File: config.mk
export PLATFORM = sky130hd
export DESIGN_NAME = bus_mux_arb
export DESIGN_NICKNAME = d
export VERILOG_FILES = /design/src/rtl/bus_mux_arb.sv
export SDC_FILE = /design/constraint.sdc
export NUM_CORES = 1
export LEC_CHECK = 0
export BUFFER_PORTS_ARGS = -buffer_cell sky130_fd_sc_hd__buf_2
export CORE_AREA = 2 2 333 335
export DETAILED_ROUTE_END_ITERATION = 12
export DIE_AREA = 0 0 335 337
export GPL_TIMING_DRIVEN = 0
export HOLD_SLACK_MARGIN = 0.15
export MAX_ROUTING_LAYER = met4
export PLACE_DENSITY = 0.36
export SYNTH_ARGS = -nofsm -noshare
export SYNTH_HDL_FRONTEND = slang
export SYNTH_SLANG_ARGS = --single-unit
File: constraint.sdc
create_clock -name clock -period 7.15 [get_ports clock]
set_clock_uncertainty 0.1 [all_clocks]
set_input_delay 1.43 -clock clock [delete_from_list [all_inputs] [get_ports clock]]
set_output_delay 1.43 -clock clock [all_outputs]
set_load 0.01 [all_outputs]
File: src/rtl/bus_mux_arb.sv
// bus_mux_arb: fixed-priority N-source bus multiplexer with hold register,
// optional output register and multi-driver conflict capture.
module bus_mux_arb #(
  parameter int W       = 32,
  parameter int N       = 24,
  parameter int REG_OUT = 0,
  parameter int CNT_W   = 8,
  localparam int SW     = (N > 1) ? $clog2(N) : 1
) (
  input  logic             clock,
  input  logic             clear_n,
  input  logic [N-1:0]     src_en,
  input  logic [N*W-1:0]   src_data,
  input  logic             err_clr,
  output logic [W-1:0]     bus_out,
  output logic             bus_valid,
  output logic [SW-1:0]    bus_src,
  output logic             conflict,
  output logic             conflict_sticky,
  output logic [N-1:0]     conflict_mask,
  output logic [CNT_W-1:0] conflict_cnt
);
  logic [W-1:0]     win_data, hold_q, bus_d;
  logic [SW-1:0]    win_idx, last_q, src_d;
  logic             any, multi;
  logic             sticky_q, sticky_d;
  logic [N-1:0]     mask_q, mask_d;
  logic [CNT_W-1:0] cnt_q, cnt_d;

  always_comb begin
    win_data = '0;
    win_idx  = '0;
    for (int i = N - 1; i >= 0; i--) begin
      if (src_en[i]) begin
        win_data = src_data[i*W +: W];
        win_idx  = SW'(i);
      end
    end
  end

  assign any   = |src_en;
  assign multi = |(src_en & (src_en - N'(1)));
  assign bus_d = any ? win_data : hold_q;
  assign src_d = any ? win_idx : last_q;

  always_ff @(posedge clock or negedge clear_n) begin
    if (!clear_n) begin
      hold_q <= '0;
      last_q <= '0;
    end else if (any) begin
      hold_q <= win_data;
      last_q <= win_idx;
    end
  end

  // A conflict on the same edge as err_clr restarts capture with this offender.
  always_comb begin
    sticky_d = sticky_q;
    mask_d   = mask_q;
    cnt_d    = cnt_q;
    if (multi) begin
      sticky_d = 1'b1;
      mask_d   = (sticky_q && !err_clr) ? mask_q : src_en;
      cnt_d    = err_clr ? CNT_W'(1) : ((&cnt_q) ? cnt_q : cnt_q + CNT_W'(1));
    end else if (err_clr) begin
      sticky_d = 1'b0;
      mask_d   = '0;
      cnt_d    = '0;
    end
  end

  always_ff @(posedge clock or negedge clear_n) begin
    if (!clear_n) begin
      sticky_q <= 1'b0;
      mask_q   <= '0;
      cnt_q    <= '0;
    end else begin
      sticky_q <= sticky_d;
      mask_q   <= mask_d;
      cnt_q    <= cnt_d;
    end
  end

  assign conflict_sticky = sticky_q;
  assign conflict_mask   = mask_q;
  assign conflict_cnt    = cnt_q;

  generate
    if (REG_OUT != 0) begin : g_reg
      logic [W-1:0]  bus_q;
      logic          valid_q, conf_q;
      logic [SW-1:0] src_q;
      always_ff @(posedge clock or negedge clear_n) begin
        if (!clear_n) begin
          bus_q   <= '0;
          valid_q <= 1'b0;
          src_q   <= '0;
          conf_q  <= 1'b0;
        end else begin
          bus_q   <= bus_d;
          valid_q <= any;
          src_q   <= src_d;
          conf_q  <= multi;
        end
      end
      assign bus_out   = bus_q;
      assign bus_valid = valid_q;
      assign bus_src   = src_q;
      assign conflict  = conf_q;
    end else begin : g_comb
      // Outputs read zero while reset is asserted, even with sources driving.
      assign bus_out   = clear_n ? bus_d : '0;
      assign bus_valid = clear_n & any;
      assign bus_src   = clear_n ? src_d : '0;
      assign conflict  = clear_n & multi;
    end
  endgenerate
endmodule

# == After elaboration in Yosys (flattened, before gate mapping) ==
# Index checks and enable logic that the tools add are counted.
# op_classes
add_sub_neg,2
n_reduce_logical,8
eq_ne,2
n_mux,61
bitwise_logic,3
# ops
operator,count
$mux 32,26
$mux 5,26
$mux 24,3
$reduce_or 24->1,2
$mux 8,4
$and 24x24->24,1
$sub 24x1->24 const B,1
$add 8x1->8 const B,1
$reduce_and 8->1,1
$ne 2x2->1 const B,2
$reduce_and 2->1,2
$and 1x1->1,2
$mux 1,2
$reduce_bool 2->1,1
$logic_and 1x1->1,1
$logic_not 1->1,1
# word_totals
elab_cells,81
input_bits,795
output_inout_bits,72
ff_bits,70

# == Logic depth before layout (Yosys ltp) ==
# Gate-level depths: netlist (run 1).
# logic_depth
ltp_word,26
depth_mapped,11
ltp_nobuf,7

# == Worst setup path after synthesis (run 1) ==
# Ideal clock, no wire load.
# synth_timing
path_type,input -> output
startpoint,input port src_en[6]
endpoint,output port conflict
cell_stages,9
t_arrival_ps,3564
n_path_buf,3
setup_slack_ps,2056
t_required_ps,5620
path_cell_list,buf_6 -> or4_4 -> buf_6 -> nand4bb_1 -> buf_2 -> maj3_2 -> nor4b_4 -> o211ai_2 -> and2_1
# synth_via
elab_chain_cells,4
# synth_lines
item,line,rtl
start: declaration,12,"input logic [N-1:0] src_en,"
$sub 24x1->24,42,assign multi = |(src_en & (src_en - N'(1)));
$and 24x24->24 (*),42,
$reduce_or 24->1 (*),42,
$and 1x1->1 (*),115,assign conflict = clear_n & multi;
end: declaration,18,"output logic conflict,"
# Every way passes the cells marked *; elsewhere a longest branch is shown, timed or not.

# == Final worst setup path (run 1) ==
# layout_timing
startpoint,input port src_en[15]
endpoint,output port bus_out[15]
# layout_via
elab_chain_cells,18
word_cells_on_any_way,19
cone_classes,mux (18); reduce/logical (1)
# layout_lines
item,line,rtl
$mux 32 (16 in series),34,if (src_en[i]) begin
$mux 32 (*),-,
via bus_d[15],23,"logic [W-1:0] win_data, hold_q, bus_d;"
$mux 32 (*),112,assign bus_out = clear_n ? bus_d : '0;
end: declaration,15,"output logic [W-1:0] bus_out,"
# The timed path passes the listed nets; every way through them passes the cells marked *.

==> metrics.md, run 1 <==
| Metric | Value |
|---|---|
| Status | `finished, final reports clean` |
| Synth unique cells | `64` |
| Root buffer cell | `clkbuf_16` |
| FP Rows | `~120` |
| Worst slew pin tran | `between 1 and 1.5 ns` |
| Initial DRC Count | `1368` |
| Met1 WL | `54230 um` |
| Vias/cell | `approximately 4.5` |
| CTS H-tree lvls | `3` |
| Fin worst setup slack | `approximately 0.087 ns` |
| Post-synth EDFFs | `0` |
| Synth Register Bits | `70` |
| Die W | `335 um` |
| GP Congestion | `0.9651` |
| WL/cell | `31.75 um` |
| Final wirelength | `around 130000 um` |
| DRT antenna net count | `0` |
| Synth async-reset ratio | `100.0%` |
| First-pass GRT wire length | `~160000 um` |
| CTS Buf Count | `9` |
| Slew Limit Fails | `0` |
| Most frequent cells in the layout | `buf_2, a21oi_1, nand2_1` |
| Core footprint | `0.1096 mm^2` |
| Via count | `18080` |
| Clock Sink Count | `70` |
| Reg2reg setup slack | `5.11 ns` |
| Hold Path Stages | `1` |
| Syn_nets | `between 2000 and 3000` |
| Peak Freq | `141.6 MHz` |
| Drt first pass iters | `6` |
| Leading area contributor after synthesis | `dfrtp_1` |
| Critical-path maximum fanout | `10` |
| GRT Total Usage | `~22%` |
| Sequential-to-total area share from yosys stat | `approximately 16%` |
| # setup viols final | `0` |
| Synth Cell Area | `0.01116 mm^2` |
| Mean post-synth cell area | `about 6.5 um^2` |
| PortBufs | `854` |
| Minimum clock period | `7.063 ns` |
| PwrDens | `between 100 and 150 mW/mm^2` |
| Critical Path RT | `5.62 ns` |
| Max cap viols | `0` |
| Synth top area cells | `dfrtp_1, a21oi_1, nor2b_1` |
| Largest net degree at the start of global routing | `46` |
| Vias in the first global route | `18290` |
| Clock latency at the later pin of the worst-skew pair | `0.40 ns` |
| FF-to-FF End | `conflict_cnt[3]$_DFFE_PN0P_` |
| Lkg Pwr | `7.655 nW` |
| Die ar. | `roughly 0.11 mm^2` |
| Top layer in use | `met4` |
| RR Startpoint | `conflict_cnt[0]$_DFFE_PN0P_` |
| HP Class | `reg -> reg` |
| Final Util | `16.23%` |
| DP Area | `0.01737 mm^2` |
| Synth Flop Type | `dfrtp_1` |
| Kind of critical path | `in -> out` |
| Placed Instances | `3994` |
| Commonest non-fill, non-tap cell in the layout | `buf_2` |
| Drc violations | `0` |
| DP HPWL | `between 100000 and 150000 um` |
| Finished Layout Cells | `4049` |
| Post-Place Worst Slack | `-0.2584 ns` |
| Setup crit end | `bus_out[15]` |
| WL met2 | `61650 um` |
| Critical path startpoint category | `input pin` |
| RSZ-0062 raised after global routing | `no` |
| CTS tree | `done` |
| Worst r2r path cells | `6` |
| Setup_tns | `0 ns` |
| Fin crit share | `98.79%` |
| Synth-to-layout area growth | `59.36%` |
| Synth warnings | `0` |
| Final hold vios | `0` |
| Post-CTS setup buffers | `0` |
| Setup crit start | `src_en[15]` |
| Worst Hold Margin | `roughly 0.4 ns` |
| Pwr Total | `1.997 mW` |
| Met3 Routed Length | `between 9000 and 10000 um` |
| Initial Util | `between 10% and 20%` |
| Die H | `337 um` |
| Worst path arrival time | `5.53 ns` |
| Finished Cell Area | `0.01778 mm^2` |
| Worst vdd ir | `0.0001230 V` |
| Max_slew headroom | `under 10%` |
| Longest Clk Path Bufs | `2` |
| Syn Inst Count | `1707` |
| CP endpoint kind | `primary output` |
| Clock-pin slew on the worst setup and hold paths | `0.08 ns` |
| Layout net count | `3373` |
| Io pins | `867` |
| Post-synth top area share | `15.70%` |
| Gr ovfl total | `0` |
| Fraction of layout cells with a size suffix above 1 | `35.40%` |
| Initial antenna violation count | `53` |
[critical path: stages]
cell and delay (ns):
buf_2 0.21, clkinv_1 0.49, nand2_1 0.58, clkbuf_1 0.94, o22ai_1 0.56, a211oi_2 0.64
o21ai_0 0.18, a21oi_1 0.19, and2_1 0.14, buf_2 0.14
[cells by family (layout without fill, tap and decap cells)]
kind of cell | Yosys count | in the layout | synth area share, %
buffers and inverters | 291 | 1166 | 10.09
AND/OR/NAND/NOR | 694 | 694 | 32.77
AO/OA/AOI/OAI | 649 | 649 | 41.14
flip-flops | 70 | 70 | 15.70
other | 0 | 41 | 0
adder cells (fa/ha/maj) | 3 | 3 | 0.3027
[sequential cells by signal (all words and copies together), names as in the netlist]
| name | flops |
|---|---|
| conflict_sticky | 1 |
| conflict_mask | 24 |
| conflict_cnt | 8 |
| last_q | 5 |
| hold_q | 32 |
[synth_stat cells, types with 5 or more instances]
cell type,instances
clkbuf_1,165
nor4_1,10
o21ai_0,69
o31ai_1,5
a221oi_1,31
nand3b_1,33
a221o_1,31
dfrtp_1,70
nor3_1,40
a22oi_1,32
a22o_1,24
nand2_1,170
nor2b_1,133
inv_1,104
a21oi_1,204
o311ai_0,65
nor2_1,147
a311o_1,31
or2_2,6
nor3b_1,63
o22ai_1,31
o2bb2ai_1,31
buf_1,14
nand4_1,33
o22a_1,31
and2_1,37
a211oi_1,33
[worst min path at each step]
stage,startpoint,endpoint,slack (ns)
6_report,hold_q[30]$_DFF_PN0_,hold_q[30]$_DFF_PN0_,0.40
5_1_grt,conflict_mask[10]$_DFFE_PN0P_,conflict_mask[10]$_DFFE_PN0P_,0.41
3_3_place_gp,hold_q[30]$_DFF_PN0_,hold_q[30]$_DFF_PN0_,0.37
3_5_place_dp,conflict_mask[10]$_DFFE_PN0P_,conflict_mask[10]$_DFFE_PN0P_,0.39
2_1_floorplan,last_q[2]$_DFF_PN0_,last_q[2]$_DFF_PN0_,0.35
4_1_cts,hold_q[30]$_DFF_PN0_,hold_q[30]$_DFF_PN0_,0.40
[per-layer routing]
| metal | global-route usage (%) | vias to the layer above |
|---|---|---|
| met4 | 6.097 | 0 |
| met1 | 27.18 | 8853 |
| met2 | 37.15 | 953 |
| met5 | - | - |
| li1 | - | 8141 |
| met3 | 4.802 | 137 |
[power by group]
| group | total [mW] | internal (mW) | switching, mW |
|---|---|---|---|
| sequential | 0.444 | 0.430 | 0.0148 |
| combinational | 1.04 | 0.379 | 0.657 |
| clock | 0.517 | 0.244 | 0.273 |
| total | 2.00 | 1.05 | 0.945 |
[area by class of cell]
type	instances	area, um^2
Fill cell	13030	91820
Multi-Input combinational cell	1346	8341
Timing Repair Buffer	861	4397
Tap cell	1426	1784
Sequential cell	70	1752
Buffer	184	726.9
Inverter	105	394.1
Clock buffer	9	225.2
Antenna cell	41	102.6
Clock inverter	7	61.31
[timing repair]
action,CTS,global route
gates resized for setup,7,0
endpoints found under the setup margin,9,5
hold buffers,0,0
No activity file was read; power rests on OpenSTA's default activity.
==> run 2, diff against run 1 <==
--- a/config.mk
+++ b/config.mk
@@ -14,4 +14,5 @@
 export MAX_ROUTING_LAYER = met4
 export PLACE_DENSITY = 0.36
+export RECOVER_POWER = 50
 export SYNTH_ARGS = -nofsm -noshare
 export SYNTH_HDL_FRONTEND = slang
==> constraint.sdc (replaced) <==
create_clock -name clock -period 7.15 [get_ports clock]
set_clock_uncertainty 0.1 [all_clocks]
set_input_delay 0.3575 -clock clock [delete_from_list [all_inputs] [get_ports clock]]
set_output_delay 0.3575 -clock clock [all_outputs]
set_load 0.01 [all_outputs]
==> metrics.md, run 2 (synthesis results as in run 1) <==
| Metric | Value |
|---|---|
| Status | `finished with violations` |
| Failing checks | `capacitance limit, slew limit` |
| Clock Sink Count | `70` |
| Setup crit start | `src_en[15]` |
| Vias/cell | `4.469` |
| Commonest non-fill, non-tap cell in the layout | `buf_2` |
| Slew Limit Fails | `29` |
| Clock-pin slew on the worst setup and hold paths | `0.08 ns` |
| Peak Freq | `191.6 MHz` |
| CTS tree | `done` |
| Most frequent cells in the layout | `buf_2, a21oi_1, clkbuf_1` |
| DP Area | `0.01737 mm^2` |
| RSZ-0062 raised after global routing | `no` |
| Root buffer cell | `clkbuf_16` |
| Switching Fraction | `between 40% and 50%` |
| Int Pwr | `1.048 mW` |
| Hold Path Stages | `2` |
| Kind of critical path | `in -> out` |
| CTS Buf Count | `9` |
| Slowest cell on crit path | `a211oi_1` |
| Vias in the first global route | `18270` |
| Clock Power Share | `25.9%` |
| Layout filler cell count | `13040` |
| Final hold vios | `0` |
| Clock latency at the later pin of the worst-skew pair | `0.39 ns` |
| Reg power frac | `22.3%` |
| GP Congestion | `0.9651` |
| WL/cell | `~32 um` |
| Core footprint | `0.1096 mm^2` |
| PortBufs | `854` |
| Drc violations | `0` |
| Cell depth of the worst setup path | `10` |
| Finished Cell Area | `0.01773 mm^2` |
| Delay-heaviest family, CP | `compound AO/OA/AOI/OAI gates` |
| Minimum clock period | `5.218 ns` |
| Reg area | `0.001752 mm^2` |
| Layout net count | `3376` |
| Synth-to-layout area growth | `58.87%` |
| Lkg Pwr | `7.540 nW` |
| Most common cell on crit path | `buf_2` |
| Drt first pass iters | `5` |
| Initial antenna violation count | `54` |
| GRT Total Usage | `~22%` |
| WP buf/inv | `4` |
| Longest Clk Path Bufs | `2` |
| Switching Power | `between 0.9 and 1 mW` |
| Largest net degree at the start of global routing | `46` |
| Largest register by flop count | `hold_q` |
| Max reg flops | `32` |
| Combinational power share | `roughly half` |
| Reg2reg setup slack | `5.10 ns` |
| First-pass GRT wire length | `164200 um` |
| PwrDens | `112.5 mW/mm^2` |
| Fraction of layout cells with a size suffix above 1 | `roughly a third` |
| Worst vdd ir | `0.0001224 V` |
| Hold Startpoint | `src_en[19]` |
| DP HPWL | `approximately 110000 um` |
| Max_slew headroom | `-56.94%` |
| DRT antenna net count | `0` |
| Die ar. | `0.1129 mm^2` |
| Fin crit share | `between 70 and 80%` |
| Io pins | `867` |
| Gr ovfl total | `0` |
| Critical path startpoint category | `input pin` |
| Critical Path RT | `6.69 ns` |
| FP Rows | `122` |
| HP Class | `in -> reg` |
| Crit path largest cell delay | `0.98 ns` |
| Final wirelength | `approximately 130000 um` |
| RR Startpoint | `conflict_cnt[0]$_DFFE_PN0P_` |
| Initial Util | `10.18%` |
| Max cap viols | `1` |
| CTS H-tree lvls | `3` |
| Worst slew pin tran | `about 2.4 ns` |
| Multi-input gate area | `0.008315 mm^2` |
| # setup viols final | `0` |
| Initial DRC Count | `approximately 1400` |
| Via count | `approximately 18000` |
| Die W | `335 um` |
| Critical path, cell by cell | `buf_2 -> clkinv_1 -> nand2_1 -> clkbuf_1 -> o22ai_1 -> a211oi_1 -> o21ai_0 -> a21oi_1 -> and2_1 -> buf_2` |
| Die H | `337 um` |
| Worst path arrival time | `4.76 ns` |
| Critical-path maximum fanout | `10` |
| Resize count post-CTS | `0` |
| Final Util | `16.18%` |
| CP endpoint kind | `primary output` |
| Worst r2r path cells | `6` |
## run 2: stage by stage
stage / setup slack [ns] / cells / TNS (ns) / hold WS, ns / power, mW
floorplan: 4.201 / 1707 / 0 / -0.03809 / 0.8463
global route: 1.739 / 4042 / 0 / 0.2143 / 2.107
finish: 1.932 / 4053 / 0 / 0.2509 / 1.994
global placement: -0.7671 / 3987 / -16.62 / 0.3743 / 1.486
CTS: 1.877 / 4011 / 0 / 0.2126 / 2.039
detailed placement: 1.887 / 3994 / 0 / 0.2905 / 1.493
## run 2: worst paths after layout
kind | end
worst max-delay path | bus_out[15]
worst min-delay path | conflict_mask[19]$_DFFE_PN0P_
worst min register to register | hold_q[30]$_DFF_PN0_
worst max register to register | conflict_cnt[3]$_DFFE_PN0P_
min in group asynchronous | conflict_mask[6]$_DFFE_PN0P_
max in group asynchronous | hold_q[5]$_DFF_PN0_
## run 2: cell type report
| cell class | count | area share (%) |
|---|---|---|
| multi-input combinational | 1346 | 46.90 |
| timing repair buffer | 862 | 24.60 |
| tap | 1426 | 10.06 |
| sequential | 70 | 9.880 |
| buffer | 186 | 4.121 |
| inverter | 105 | 2.223 |
| clock buffer | 9 | 1.270 |
| antenna | 42 | 0.5928 |
| clock inverter | 7 | 0.3458 |
## run 2: power by group through the flow
stage	Clock, mW	Combinational (mW)	Sequential (mW)
global route	0.556	1.10	0.449
CTS	0.549	1.05	0.444
floorplan	0	0.390	0.456
finish	0.517	1.03	0.445
detailed placement	0	1.04	0.452
global placement	0	1.03	0.451
## run 2: metal layers
metal  global-route usage (%)  vias to the layer above  routed length (um)
met5                        -                        -                   0
met3                    4.797                      146                9246
li1                         -                     8138                   -
met4                    6.049                        0                3289
met2                    37.13                      977               61650
met1                    27.19                     8850               54490
## run 2: repair_timing
| action | in CTS | in global routing |
|---|---|---|
| endpoints found under the hold margin | 26 | 0 |
| buffers inserted | 0 | 0 |
| hold buffers | 1 | 0 |
